`config.mk`:
```
export PLATFORM = sky130hd
export DESIGN_NAME = rpi_bus_data_fifo_flat
export DESIGN_NICKNAME = d
export VERILOG_FILES = /design/src/rtl/rpi_bus_data_fifo_pkg.sv /design/src/rtl/rpi_bus_data_fifo_if.sv /design/src/rtl/rpi_bus_sync_fifo.sv /design/src/rtl/rpi_bus_data_fifo.sv /design/src/flat_wrapper.sv
export SDC_FILE = /design/constraint.sdc
export NUM_CORES = 1
export LEC_CHECK = 0
export BUFFER_PORTS_ARGS = -buffer_cell sky130_fd_sc_hd__buf_2
export CAP_MARGIN = 20
export CORE_MARGIN = 2
export CORE_UTILIZATION = 55
export CTS_CLUSTER_DIAMETER = 30
export DETAILED_ROUTE_END_ITERATION = 8
export GPL_TIMING_DRIVEN = 0
export PLACE_DENSITY_LB_ADDON = 0.3
export SLEW_MARGIN = 20
export SYNTH_ARGS = -nofsm -noshare
export SYNTH_HDL_FRONTEND = slang
export SYNTH_SLANG_ARGS = --single-unit
export TNS_END_PERCENT = 30
```
`constraint.sdc`:
```
create_clock -name clock -period 11.8 [get_ports clock]
set_clock_uncertainty 0.1 [all_clocks]
set_input_delay 1.18 -clock clock [delete_from_list [all_inputs] [get_ports clock]]
set_output_delay 1.18 -clock clock [all_outputs]
set_load 0.02 [all_outputs]
```
`src/rtl/rpi_bus_data_fifo_pkg.sv`:
```
// rpi_bus_pkg: shared definitions for the RPi parallel-bus data FIFO peripheral.
//  - Register offsets inside the 4-address bank
//  - Status word bit positions
//  - FIFO occupancy-count width helper
package rpi_bus_pkg;

    typedef enum logic [1:0] {
        OFF_TX      = 2'd0,
        OFF_RX      = 2'd1,
        OFF_STATUS  = 2'd2,
        OFF_SCRATCH = 2'd3
    } reg_offset_e;

    localparam int RX_EMPTY_BIT = 31;
    localparam int RX_FULL_BIT  = 30;
    localparam int TX_EMPTY_BIT = 29;
    localparam int TX_FULL_BIT  = 28;
    localparam int TX_OVF_LSB   = 24;
    localparam int RX_UNF_LSB   = 20;
    localparam int RX_COUNT_LSB = 8;
    localparam int TX_COUNT_LSB = 0;
    localparam int ERR_CNT_W    = 4;

    // One extra bit so a completely full FIFO is distinguishable from empty.
    function automatic int count_width(input int log2_depth);
        return log2_depth + 1;
    endfunction

endpackage

```
`src/rtl/rpi_bus_data_fifo_if.sv`:
```
// rpi_bus_data_fifo_if: RPi parallel-bus signals seen by a bus peripheral.
//  address          bus address word (master -> slave)
//  write_strobe     1-cycle write pulse (master -> slave)
//  write_data_word  write data (master -> slave)
//  read_strobe      read level, high >= 1 cycle per read (master -> slave)
//  read_data_word   registered readback (slave -> master)
interface rpi_bus_data_fifo_if #(
    parameter int DATA_WIDTH    = 32,
    parameter int ADDRESS_WIDTH = 16
);
    logic [ADDRESS_WIDTH-1:0] address;
    logic                     write_strobe;
    logic [DATA_WIDTH-1:0]    write_data_word;
    logic                     read_strobe;
    logic [DATA_WIDTH-1:0]    read_data_word;

    modport master (
        output address, write_strobe, write_data_word, read_strobe,
        input  read_data_word
    );

    modport slave (
        input  address, write_strobe, write_data_word, read_strobe,
        output read_data_word
    );
endinterface

```
`src/rtl/rpi_bus_sync_fifo.sv`:
```
// rpi_bus_sync_fifo: single-clock first-word-fall-through FIFO.
//  clock, reset  system clock, synchronous active-high reset
//  push/push_data  write request and data
//  pop             read request (advances head)
//  head            current head word (stale when empty)
//  full/empty/count  occupancy flags and count (LOG2_OF_DEPTH+1 bits)
module rpi_bus_sync_fifo
    import rpi_bus_pkg::*;
#(
    parameter int DATA_WIDTH    = 32,
    parameter int LOG2_OF_DEPTH = 4
) (
    input  logic                                   clock,
    input  logic                                   reset,
    input  logic                                   push,
    input  logic [DATA_WIDTH-1:0]                  push_data,
    input  logic                                   pop,
    output logic [DATA_WIDTH-1:0]                  head,
    output logic                                   full,
    output logic                                   empty,
    output logic [count_width(LOG2_OF_DEPTH)-1:0]  count
);
    localparam int CW    = count_width(LOG2_OF_DEPTH);
    localparam int DEPTH = 2 ** LOG2_OF_DEPTH;

    logic [DATA_WIDTH-1:0] mem [DEPTH];
    logic [CW-1:0]         wr_ptr;
    logic [CW-1:0]         rd_ptr;
    logic                  bypass;
    logic                  wr_en;
    logic                  rd_en;

    assign count  = wr_ptr - rd_ptr;
    assign full   = count == CW'(DEPTH);
    assign empty  = count == '0;
    assign head   = mem[rd_ptr[LOG2_OF_DEPTH-1:0]];
    // Push and pop together on an empty FIFO: the word passes straight through.
    assign bypass = empty && push && pop;
    // A full FIFO still takes a push when the head leaves in the same cycle.
    assign wr_en  = push && (!full || pop) && !bypass;
    assign rd_en  = pop && !empty;

    always_ff @(posedge clock) begin
        if (reset) begin
            wr_ptr <= '0;
            rd_ptr <= '0;
        end else begin
            if (wr_en) wr_ptr <= wr_ptr + 1'b1;
            if (rd_en) rd_ptr <= rd_ptr + 1'b1;
        end
    end

    always_ff @(posedge clock) begin
        if (wr_en && !reset) mem[wr_ptr[LOG2_OF_DEPTH-1:0]] <= push_data;
    end
endmodule

```
`src/rtl/rpi_bus_data_fifo.sv`:
```
// rpi_bus_data_fifo: RPi parallel-bus peripheral mapping a TX FIFO, RX FIFO,
// status word and scratch register into 4 consecutive addresses.
//  clock, reset          system clock, synchronous active-high reset
//  bus (slave)           address / write_strobe / write_data_word / read_strobe / read_data_word
//  tx_data/tx_valid/tx_ready  TX FIFO head to fabric (pop on valid && ready)
//  rx_data/rx_valid/rx_ready  fabric push into RX FIFO (ready = not full)
// Map: +0 TX push / TX head, +1 RX pop, +2 status, +3 scratch.
// Optional macro RPI_BUS_DATA_FIFO_ERROR_COUNTERS_EN adds saturating TX-overflow and
// RX-underflow counters (status [27:20]), cleared by any write to +2.
module rpi_bus_data_fifo
    import rpi_bus_pkg::*;
#(
    parameter int DATA_WIDTH    = 32,
    parameter int ADDRESS_WIDTH = 16,
    parameter int LOG2_OF_DEPTH = 4,
    parameter int BASE_ADDRESS  = 0
) (
    input  logic                  clock,
    input  logic                  reset,
    rpi_bus_data_fifo_if.slave    bus,
    output logic [DATA_WIDTH-1:0] tx_data,
    output logic                  tx_valid,
    input  logic                  tx_ready,
    input  logic [DATA_WIDTH-1:0] rx_data,
    input  logic                  rx_valid,
    output logic                  rx_ready
);
    localparam int CW = count_width(LOG2_OF_DEPTH);

    logic [ADDRESS_WIDTH-1:0] offset;
    logic                     hit;
    reg_offset_e              sel;
    logic                     strobe_q;
    logic                     read_rise;
    logic                     tx_push, tx_pop, rx_push, rx_pop;
    logic [DATA_WIDTH-1:0]    tx_head, rx_head;
    logic                     tx_full, tx_empty, rx_full, rx_empty;
    logic [CW-1:0]            tx_count, rx_count;
    logic [DATA_WIDTH-1:0]    scratch;
    logic [DATA_WIDTH-1:0]    read_data;
    logic [DATA_WIDTH-1:0]    read_next;
    logic [31:0]              status;
    logic [ERR_CNT_W-1:0]     tx_ovf;
    logic [ERR_CNT_W-1:0]     rx_unf;

    // Unsigned subtraction makes addresses below the base wrap high and miss.
    assign offset    = bus.address - ADDRESS_WIDTH'(BASE_ADDRESS);
    assign hit       = offset < ADDRESS_WIDTH'(4);
    assign sel       = reg_offset_e'(offset[1:0]);
    assign read_rise = bus.read_strobe && !strobe_q;
    assign tx_push   = bus.write_strobe && hit && sel == OFF_TX;
    assign tx_pop    = tx_valid && tx_ready;
    assign rx_push   = rx_valid && rx_ready;
    assign rx_pop    = read_rise && hit && sel == OFF_RX;
    assign tx_valid  = !tx_empty;
    assign rx_ready  = !rx_full;
    assign tx_data   = tx_head;

    rpi_bus_sync_fifo #(.DATA_WIDTH(DATA_WIDTH), .LOG2_OF_DEPTH(LOG2_OF_DEPTH)) u_tx_fifo (
        .clock     (clock),
        .reset     (reset),
        .push      (tx_push),
        .push_data (bus.write_data_word),
        .pop       (tx_pop),
        .head      (tx_head),
        .full      (tx_full),
        .empty     (tx_empty),
        .count     (tx_count)
    );

    rpi_bus_sync_fifo #(.DATA_WIDTH(DATA_WIDTH), .LOG2_OF_DEPTH(LOG2_OF_DEPTH)) u_rx_fifo (
        .clock     (clock),
        .reset     (reset),
        .push      (rx_push),
        .push_data (rx_data),
        .pop       (rx_pop),
        .head      (rx_head),
        .full      (rx_full),
        .empty     (rx_empty),
        .count     (rx_count)
    );

`ifdef RPI_BUS_DATA_FIFO_ERROR_COUNTERS_EN
    logic tx_overflow;
    logic rx_underflow;
    logic status_write;

    assign tx_overflow  = tx_push && tx_full && !tx_pop;
    // A pop that meets a same-cycle push on an empty FIFO consumes that word.
    assign rx_underflow = rx_pop && rx_empty && !rx_push;
    assign status_write = bus.write_strobe && hit && sel == OFF_STATUS;

    always_ff @(posedge clock) begin
        if (reset || status_write) begin
            tx_ovf <= '0;
            rx_unf <= '0;
        end else begin
            if (tx_overflow && tx_ovf != '1) tx_ovf <= tx_ovf + 1'b1;
            if (rx_underflow && rx_unf != '1) rx_unf <= rx_unf + 1'b1;
        end
    end
`else
    assign tx_ovf = '0;
    assign rx_unf = '0;
`endif

    always_comb begin
        status                              = '0;
        status[RX_EMPTY_BIT]                = rx_empty;
        status[RX_FULL_BIT]                 = rx_full;
        status[TX_EMPTY_BIT]                = tx_empty;
        status[TX_FULL_BIT]                 = tx_full;
        status[TX_OVF_LSB +: ERR_CNT_W]     = tx_ovf;
        status[RX_UNF_LSB +: ERR_CNT_W]     = rx_unf;
        status[RX_COUNT_LSB +: CW]          = rx_count;
        status[TX_COUNT_LSB +: CW]          = tx_count;
    end

    assign read_next = !hit                ? '0 :
                       sel == OFF_TX       ? (tx_empty ? '0 : tx_head) :
                       sel == OFF_RX       ? (rx_empty ? '0 : rx_head) :
                       sel == OFF_STATUS   ? DATA_WIDTH'(status) :
                                             scratch;

    // strobe_q resets high so a strobe held across reset cannot pop on the first cycle.
    always_ff @(posedge clock) begin
        if (reset) begin
            strobe_q  <= 1'b1;
            scratch   <= '0;
            read_data <= '0;
        end else begin
            strobe_q  <= bus.read_strobe;
            read_data <= read_next;
            if (bus.write_strobe && hit && sel == OFF_SCRATCH) scratch <= bus.write_data_word;
        end
    end

    assign bus.read_data_word = read_data;
endmodule

```
`src/flat_wrapper.sv`:
```
// flat-port wrapper written by rule: the top's interface ports become plain ports
module rpi_bus_data_fifo_flat import rpi_bus_pkg::*;
#(
    parameter int DATA_WIDTH    = 32,
    parameter int ADDRESS_WIDTH = 16,
    parameter int LOG2_OF_DEPTH = 4,
    parameter int BASE_ADDRESS  = 0
)
  (clock, reset, tx_data, tx_valid, tx_ready, rx_data, rx_valid, rx_ready, bus_address, bus_write_strobe, bus_write_data_word, bus_read_strobe, bus_read_data_word);
  rpi_bus_data_fifo_if #(.DATA_WIDTH(DATA_WIDTH), .ADDRESS_WIDTH(ADDRESS_WIDTH)) bus_i ();
  input  logic clock;
  input  logic reset;
  output logic [DATA_WIDTH-1:0] tx_data;
  output logic tx_valid;
  input  logic tx_ready;
  input  logic [DATA_WIDTH-1:0] rx_data;
  input  logic rx_valid;
  output logic rx_ready;
  input wire logic [$bits(bus_i.address)-1:0] bus_address;
  input wire logic [$bits(bus_i.write_strobe)-1:0] bus_write_strobe;
  input wire logic [$bits(bus_i.write_data_word)-1:0] bus_write_data_word;
  input wire logic [$bits(bus_i.read_strobe)-1:0] bus_read_strobe;
  output wire logic [$bits(bus_i.read_data_word)-1:0] bus_read_data_word;
  assign bus_i.address = bus_address;
  assign bus_i.write_strobe = bus_write_strobe;
  assign bus_i.write_data_word = bus_write_data_word;
  assign bus_i.read_strobe = bus_read_strobe;
  assign bus_read_data_word = bus_i.read_data_word;
  rpi_bus_data_fifo #(.DATA_WIDTH(DATA_WIDTH), .ADDRESS_WIDTH(ADDRESS_WIDTH), .LOG2_OF_DEPTH(LOG2_OF_DEPTH), .BASE_ADDRESS(BASE_ADDRESS)) u_core (.clock(clock), .reset(reset), .bus(bus_i), .tx_data(tx_data), .tx_valid(tx_valid), .tx_ready(tx_ready), .rx_data(rx_data), .rx_valid(rx_valid), .rx_ready(rx_ready));
endmodule
```
# ---- Word level (Yosys, flattened, before mapping)
# Memories as Yosys holds them, arrays and structs flattened. A register that Yosys moved wholly into a read port is not among the register bits.
# Index checks and enable logic that the tools add are counted.
dict set report totals {
  memories 2
  ramBits 1024
  elab_cells 69
  output_inout_bits 66
  reg_bits 85
  inputBits 86
}
dict set report op_classes {
  reduce_logical 34
  addsub 6
  n_lt_le_gt_ge 1
  n_eq_ne 5
  bitwise_logic 1
  muxes 13
}
# name words word_bits read_ports rd_ports_with_merged_regs write_ports line
set mem_list {}
lappend mem_list {u_core.u_rx_fifo.mem 16 32 1 1 1 rpi_bus_sync_fifo.sv:26} ;# logic [DATA_WIDTH-1:0] mem [DEPTH];
lappend mem_list {u_core.u_tx_fifo.mem 16 32 1 1 1 rpi_bus_sync_fifo.sv:26}
# op n
set op_table {}
lappend op_table {{32-bit two-way mux} 5}
lappend op_table {{5-bit by 1-bit adder with 5-bit output, second input constant} 4}
lappend op_table {{1-bit logical AND} 20}
lappend op_table {{16-bit by 3-bit less-than comparator with 1-bit output, second input constant} 1}
lappend op_table {{4-bit two-way mux} 4}
lappend op_table {{5-bit equality test, second input constant} 2}
lappend op_table {{5-bit zero test} 2}
lappend op_table {{5-bit subtractor} 2}
lappend op_table {{1-bit zero test} 8}
lappend op_table {{2-bit equality test, second input constant} 2}
lappend op_table {{1-bit two-way mux} 4}
lappend op_table {{2-bit by 1-bit equality test with 1-bit output, second input constant} 1}
lappend op_table {{2-bit zero test} 1}
lappend op_table {{1-bit logical OR} 2}
lappend op_table {{2-bit OR reduction} 1}
lappend op_table {{1-bit NOT} 1}

# ---- Longest topological paths before layout
dict set report depth {
  ltp_word 11
  mapped_depth 11
  mapped_depth_nobuf 9
}

# ---- Hierarchy
# From an unflattened synthesis, not the netlist that was laid out.
dict set report hier_totals {
  hier_cells 1948
  hier_area_um2 43291.5
}
# module seq_area_each_um2 cells_each area_per_inst_um2 n_inst
set modules_own_cells {}
lappend modules_own_cells {rpi_bus_sync_fifo 15655.0 820 20101.8 2}
lappend modules_own_cells {rpi_bus_data_fifo 1301.2 308 3088.0 1}

# ---- Worst setup path after synthesis
# Ideal clock, no wire load.
dict set report synth_path {
  path_kind {input to register}
  from {in bus_address[14]}
  to {mem u_core.u_tx_fifo.mem[7][0] (enable)}
  required_time_ns 11.187
  n_path_buf 2
  t_arrival_ns 5.648
  stages 7
  setup_time_ns 0.513
  slack_ns 5.539
  cell_sequence {nor4_1 -> nand4_1 -> nor2_1 -> o311ai_1 -> buf_4 -> buf_6 -> nor4b_1}
}
dict set report synth_via {
  elab_chain_len 10
  elab_cells_between_ends 11
  classes_between {order compare: 1; mux: 2; reduce/logical: 8}
}
# element line
set synth_rtl {}
lappend synth_rtl {{start: declaration} flat_wrapper.sv:19} ;# input wire logic [$bits(bus_i.address)-1:0] bus_address;
lappend synth_rtl {{16-bit by 3-bit less-than comparator with 1-bit output (*)} rpi_bus_data_fifo.sv:48} ;# assign hit = offset < ADDRESS_WIDTH'(4);
lappend synth_rtl {{1-bit logical AND (*) (2 in series)} rpi_bus_data_fifo.sv:51} ;# assign tx_push = bus.write_strobe && hit && sel == OFF_TX;
lappend synth_rtl {{1-bit logical AND (2 in series)} rpi_bus_sync_fifo.sv:38} ;# assign bypass = empty && push && pop;
lappend synth_rtl {{1-bit zero test} rpi_bus_sync_fifo.sv:40} ;# assign wr_en = push && (!full || pop) && !bypass;
lappend synth_rtl {{1-bit logical AND (*)} rpi_bus_sync_fifo.sv:40}
lappend synth_rtl {{1-bit logical AND (*)} rpi_bus_sync_fifo.sv:54} ;# if (wr_en && !reset) mem[wr_ptr[LOG2_OF_DEPTH-1:0]] <= push_data;
lappend synth_rtl {{1-bit two-way mux (*)} rpi_bus_sync_fifo.sv:54}
lappend synth_rtl {{1-bit two-way mux (not written as such) (*)} rpi_bus_sync_fifo.sv:54}
lappend synth_rtl {{end: declaration} rpi_bus_sync_fifo.sv:26}
# Mark *: on every way between the ends. The rest lies on a longest branch, timed or not.

==> impl_metrics.json <==
{
  "area_growth_pct": 23.6,
  "routabilityCongestion": 0.908,
  "start_util": 0.556,
  "cts_htree_levels": 4,
  "fraction_of_the_cycle_the_final_worst_path_needs": 0.410,
  "routed-via-count": 24000,
  "power.density_cell_area_nw_per_um2": 204,
  "clock-root-buffer": "sky130_fd_sc_hd__clkbuf_16",
  "synth_cells": 2094,
  "post_cts.resized_instances": 0,
  "syn_area_per_cell_um2": 20.5,
  "drv_slew": 0,
  "finalSetupViolations": 0,
  "synth_top_area_share": 0.716,
  "maxCapViolations": 0,
  "worst-path-max-fanout": 10,
  "cellLeakagePower_nw": 17.5,
  "yosysSeqAreaShare": 0.759,
  "fillerInstances": 4722,
  "end_kind": "output pin",
  "synth-main-ff-cell": "sky130_fd_sc_hd__edfxtp_1",
  "routedWlPerCell_um": 29.1,
  "synth_cell_types": 49,
  "ys_ff_latch": 1117,
  "drt_wl_total_um": 111000,
  "first_pass_iters": 5,
  "cts_tree": "built",
  "critPathLaunchType": "flip-flop",
  "report.power.total_mw": 10.8,
  "core_um2": 77300,
  "sequentialPowerShare": 0.402,
  "initial_drc_count": 3159,
  "layout-drive-gt1-share": 0.360,
  "internal-power_mw": 8.25,
  "synthArstFlopShare": 0,
  "switchingPower_mw": 2.57,
  "switching_share_of_power": 0.238,
  "first_global_vias": 24600,
  "pin_count": 152,
  "place.port_buffers": 150,
  "power.clock.fraction": 0.506,
  "total_cts_buffers": 185,
  "cp_data_required_time_ps": 10520,
  "detail_route.vias_per_cell": 6.28,
  "vdd_drop_max_uv": 158,
  "cts.hold.buffers_added": 0,
  "synth_enable_flop_cells": 1024,
  "setup_repair_after_global_routing_missed_its_margin": "false",
  "synth.cells.most_frequent": "1024 x sky130_fd_sc_hd__edfxtp_1, 274 x sky130_fd_sc_hd__mux4_2, 120 x sky130_fd_sc_hd__nand2_1, 100 x sky130_fd_sc_hd__a21oi_1, 93 x sky130_fd_sc_hd__dfxtp_1",
  "final_period_minus_worst_setup_slack_ps": 4840,
  "clk_transition_reported_paths_ps": 50,
  "mapped_nets": 2200,
  "detail-route-antenna-nets": 0,
  "globalRouteOverflowTotal": 0,
  "worstHoldPathType": "reg2reg",
  "clock_sinks": 1117,
  "post_cts.repair.setup_buffers": 0,
  "grt.total_usage": 0.279,
  "worst_skew_pair.late_latency_ps": 770,
  "rows": 102,
  "die_area_um2": 80400,
  "final.setup.tns_ps": 0,
  "clk_path_buf_depth": 3,
  "worst_pin_slew_ps": 1090,
  "crit_arrival_ps": 3560,
  "route.detailed.drc": 0,
  "outcome": "completed",
  "mappedNetlistArea_um2": 43000,
  "final_net_count": 2716,
  "power_frac_comb": 0.092,
  "grt_max_degree": 18,
  "global_route_wire_length_before_repair_um": 162000,
  "chipHeight_um": 283,
  "dp.final_hpwl_um": 74400,
  "slew-limit-headroom": 0.274,
  "critical_path_class": "reg2out",
  "yosysMostFrequentCell": "sky130_fd_sc_hd__edfxtp_1",
  "ys_top_cells_by_area": "sky130_fd_sc_hd__edfxtp_1 72%, sky130_fd_sc_hd__mux4_2 14%, sky130_fd_sc_hd__dfxtp_1 4.3%",
  "die_w_um": 283,
  "ys.warnings.count": 0,
  "number_of_antenna_violations_at_the_first_check_in_global_routing": 10,
  "timing.final.hold_violations": 0,
  "synthDominantAreaCellType": "sky130_fd_sc_hd__edfxtp_1",
  "clock.fmax_mhz": 207
}
==> worst paths after layout <==
path | cells after the start | startpoint | slack, ps | end
max | 7 | flip-flop | 6960 | tx_data[18]
min reg2reg | 2 | u_core.scratch[2]$_SDFFE_PP0P_ | 360 | u_core.scratch[2]$_SDFFE_PP0P_
min | 2 | u_core.scratch[2]$_SDFFE_PP0P_ | 360 | u_core.scratch[2]$_SDFFE_PP0P_
max reg2reg | 14 | u_core.u_tx_fifo.wr_ptr[0]$_SDFFE_PP0P_ | 7150 | u_core.u_tx_fifo.mem[1][22]$_DFFE_PP_
==> power groups by stage <==
stage | clock network (mW) | logic (mW) | registers, mW
2_1_floorplan | 0 | 0.650 | 4.43
3_3_place_gp | 0 | 0.961 | 4.43
3_5_place_dp | 0 | 0.984 | 4.43
4_1_cts | 5.51 | 0.996 | 4.35
5_1_grt | 5.70 | 1.05 | 4.35
6_report | 5.47 | 0.999 | 4.35
==> per-layer routing <==
layer,share of wire,track usage
met2,0.50,0.460
met1,0.37,0.366
met3,0.092,0.0605
met5,0.00063,0
met4,0.035,0.109
==> metrics by stage <==
| stage | area, um2 | setup WS, ps | hold WS [ps] | std cells | utilization |
|---|---|---|---|---|---|
| after floorplan | 43000 | 5540 | 332 | 2094 | - |
| after global placement | 45000 | 539 | 343 | 3284 | 0.582 |
| after detailed placement | 46600 | 6760 | 348 | 3463 | 0.602 |
| after CTS | 53100 | 7020 | 358 | 3813 | 0.686 |
| after global routing | 53100 | 6920 | 374 | 3815 | 0.686 |
| final | 53100 | 6960 | 361 | 3820 | 0.686 |
==> placed cells by master (no fill, tap or decap), types with 15 or more instances in the layout <==
| master | n |
|---|---|
| sky130_fd_sc_hd__inv_6 | 23 |
| sky130_fd_sc_hd__clkbuf_16 | 187 |
| sky130_fd_sc_hd__dfxtp_1 | 93 |
| sky130_fd_sc_hd__clkinv_2 | 25 |
| sky130_fd_sc_hd__nor2_1 | 35 |
| sky130_fd_sc_hd__a21oi_1 | 100 |
| sky130_fd_sc_hd__a211oi_1 | 25 |
| sky130_fd_sc_hd__buf_2 | 272 |
| sky130_fd_sc_hd__mux2i_1 | 28 |
| sky130_fd_sc_hd__ha_1 | 18 |
| sky130_fd_sc_hd__clkinv_1 | 15 |
| sky130_fd_sc_hd__clkbuf_1 | 87 |
| sky130_fd_sc_hd__nand2_1 | 120 |
| sky130_fd_sc_hd__clkinv_4 | 18 |
| sky130_fd_sc_hd__inv_1 | 15 |
| sky130_fd_sc_hd__edfxtp_1 | 1024 |
| sky130_fd_sc_hd__a22oi_1 | 62 |
| sky130_fd_sc_hd__buf_6 | 27 |
| sky130_fd_sc_hd__nor2b_1 | 28 |
| sky130_fd_sc_hd__mux4_2 | 274 |
| sky130_fd_sc_hd__buf_4 | 68 |
| sky130_fd_sc_hd__clkinvlp_4 | 15 |
| sky130_fd_sc_hd__bufinv_16 | 23 |
==> registers in the layout, indices dropped and copies added, names as in the netlist, named ones only <==
name	count
u_core.bus.read_data_word	32
u_core.u_tx_fifo.rd_ptr	5
u_core.u_rx_fifo.wr_ptr	5
u_core.u_rx_fifo.mem	512
u_core.strobe_q	1
u_core.u_tx_fifo.wr_ptr	5
u_core.scratch	32
u_core.u_tx_fifo.mem	512
u_core.u_rx_fifo.rd_ptr	5
==> cell families after synthesis <==
kind of cell / count (synthesis) / share of synthesized area
compound gates: 232 / 0.0345
xor+xnor: 16 / 0.00326
fa+ha+maj: 20 / 0.00617
buf+inv: 134 / 0.0148
flops: 1117 / 0.759
mux: 304 / 0.151
simple gates: 271 / 0.0315
==> critical path: stages, from the launching register on <==
cell and delay (ps):
sky130_fd_sc_hd__dfxtp_1 310, sky130_fd_sc_hd__buf_2 250, sky130_fd_sc_hd__buf_2 350, sky130_fd_sc_hd__clkbuf_1 790
sky130_fd_sc_hd__mux4_2 430, sky130_fd_sc_hd__a22oi_1 280, sky130_fd_sc_hd__nand2_1 180, sky130_fd_sc_hd__buf_2 190
==> cell type report <==
type                            instances  area (um2)  share of cell area
Antenna cell                            7        17.5            0.000330
Buffer                                119         581              0.0109
Clock buffer                          215        4820              0.0909
Clock inverter                        135        1670              0.0314
Inverter                               15        56.3             0.00106
Multi-Input combinational cell        843        9920               0.187
Sequential cell                      1117       32600               0.614
Tap cell                             1040        1300              0.0245
Timing Repair Buffer                  329        2100              0.0396
(Power assumes the default switching activity.)
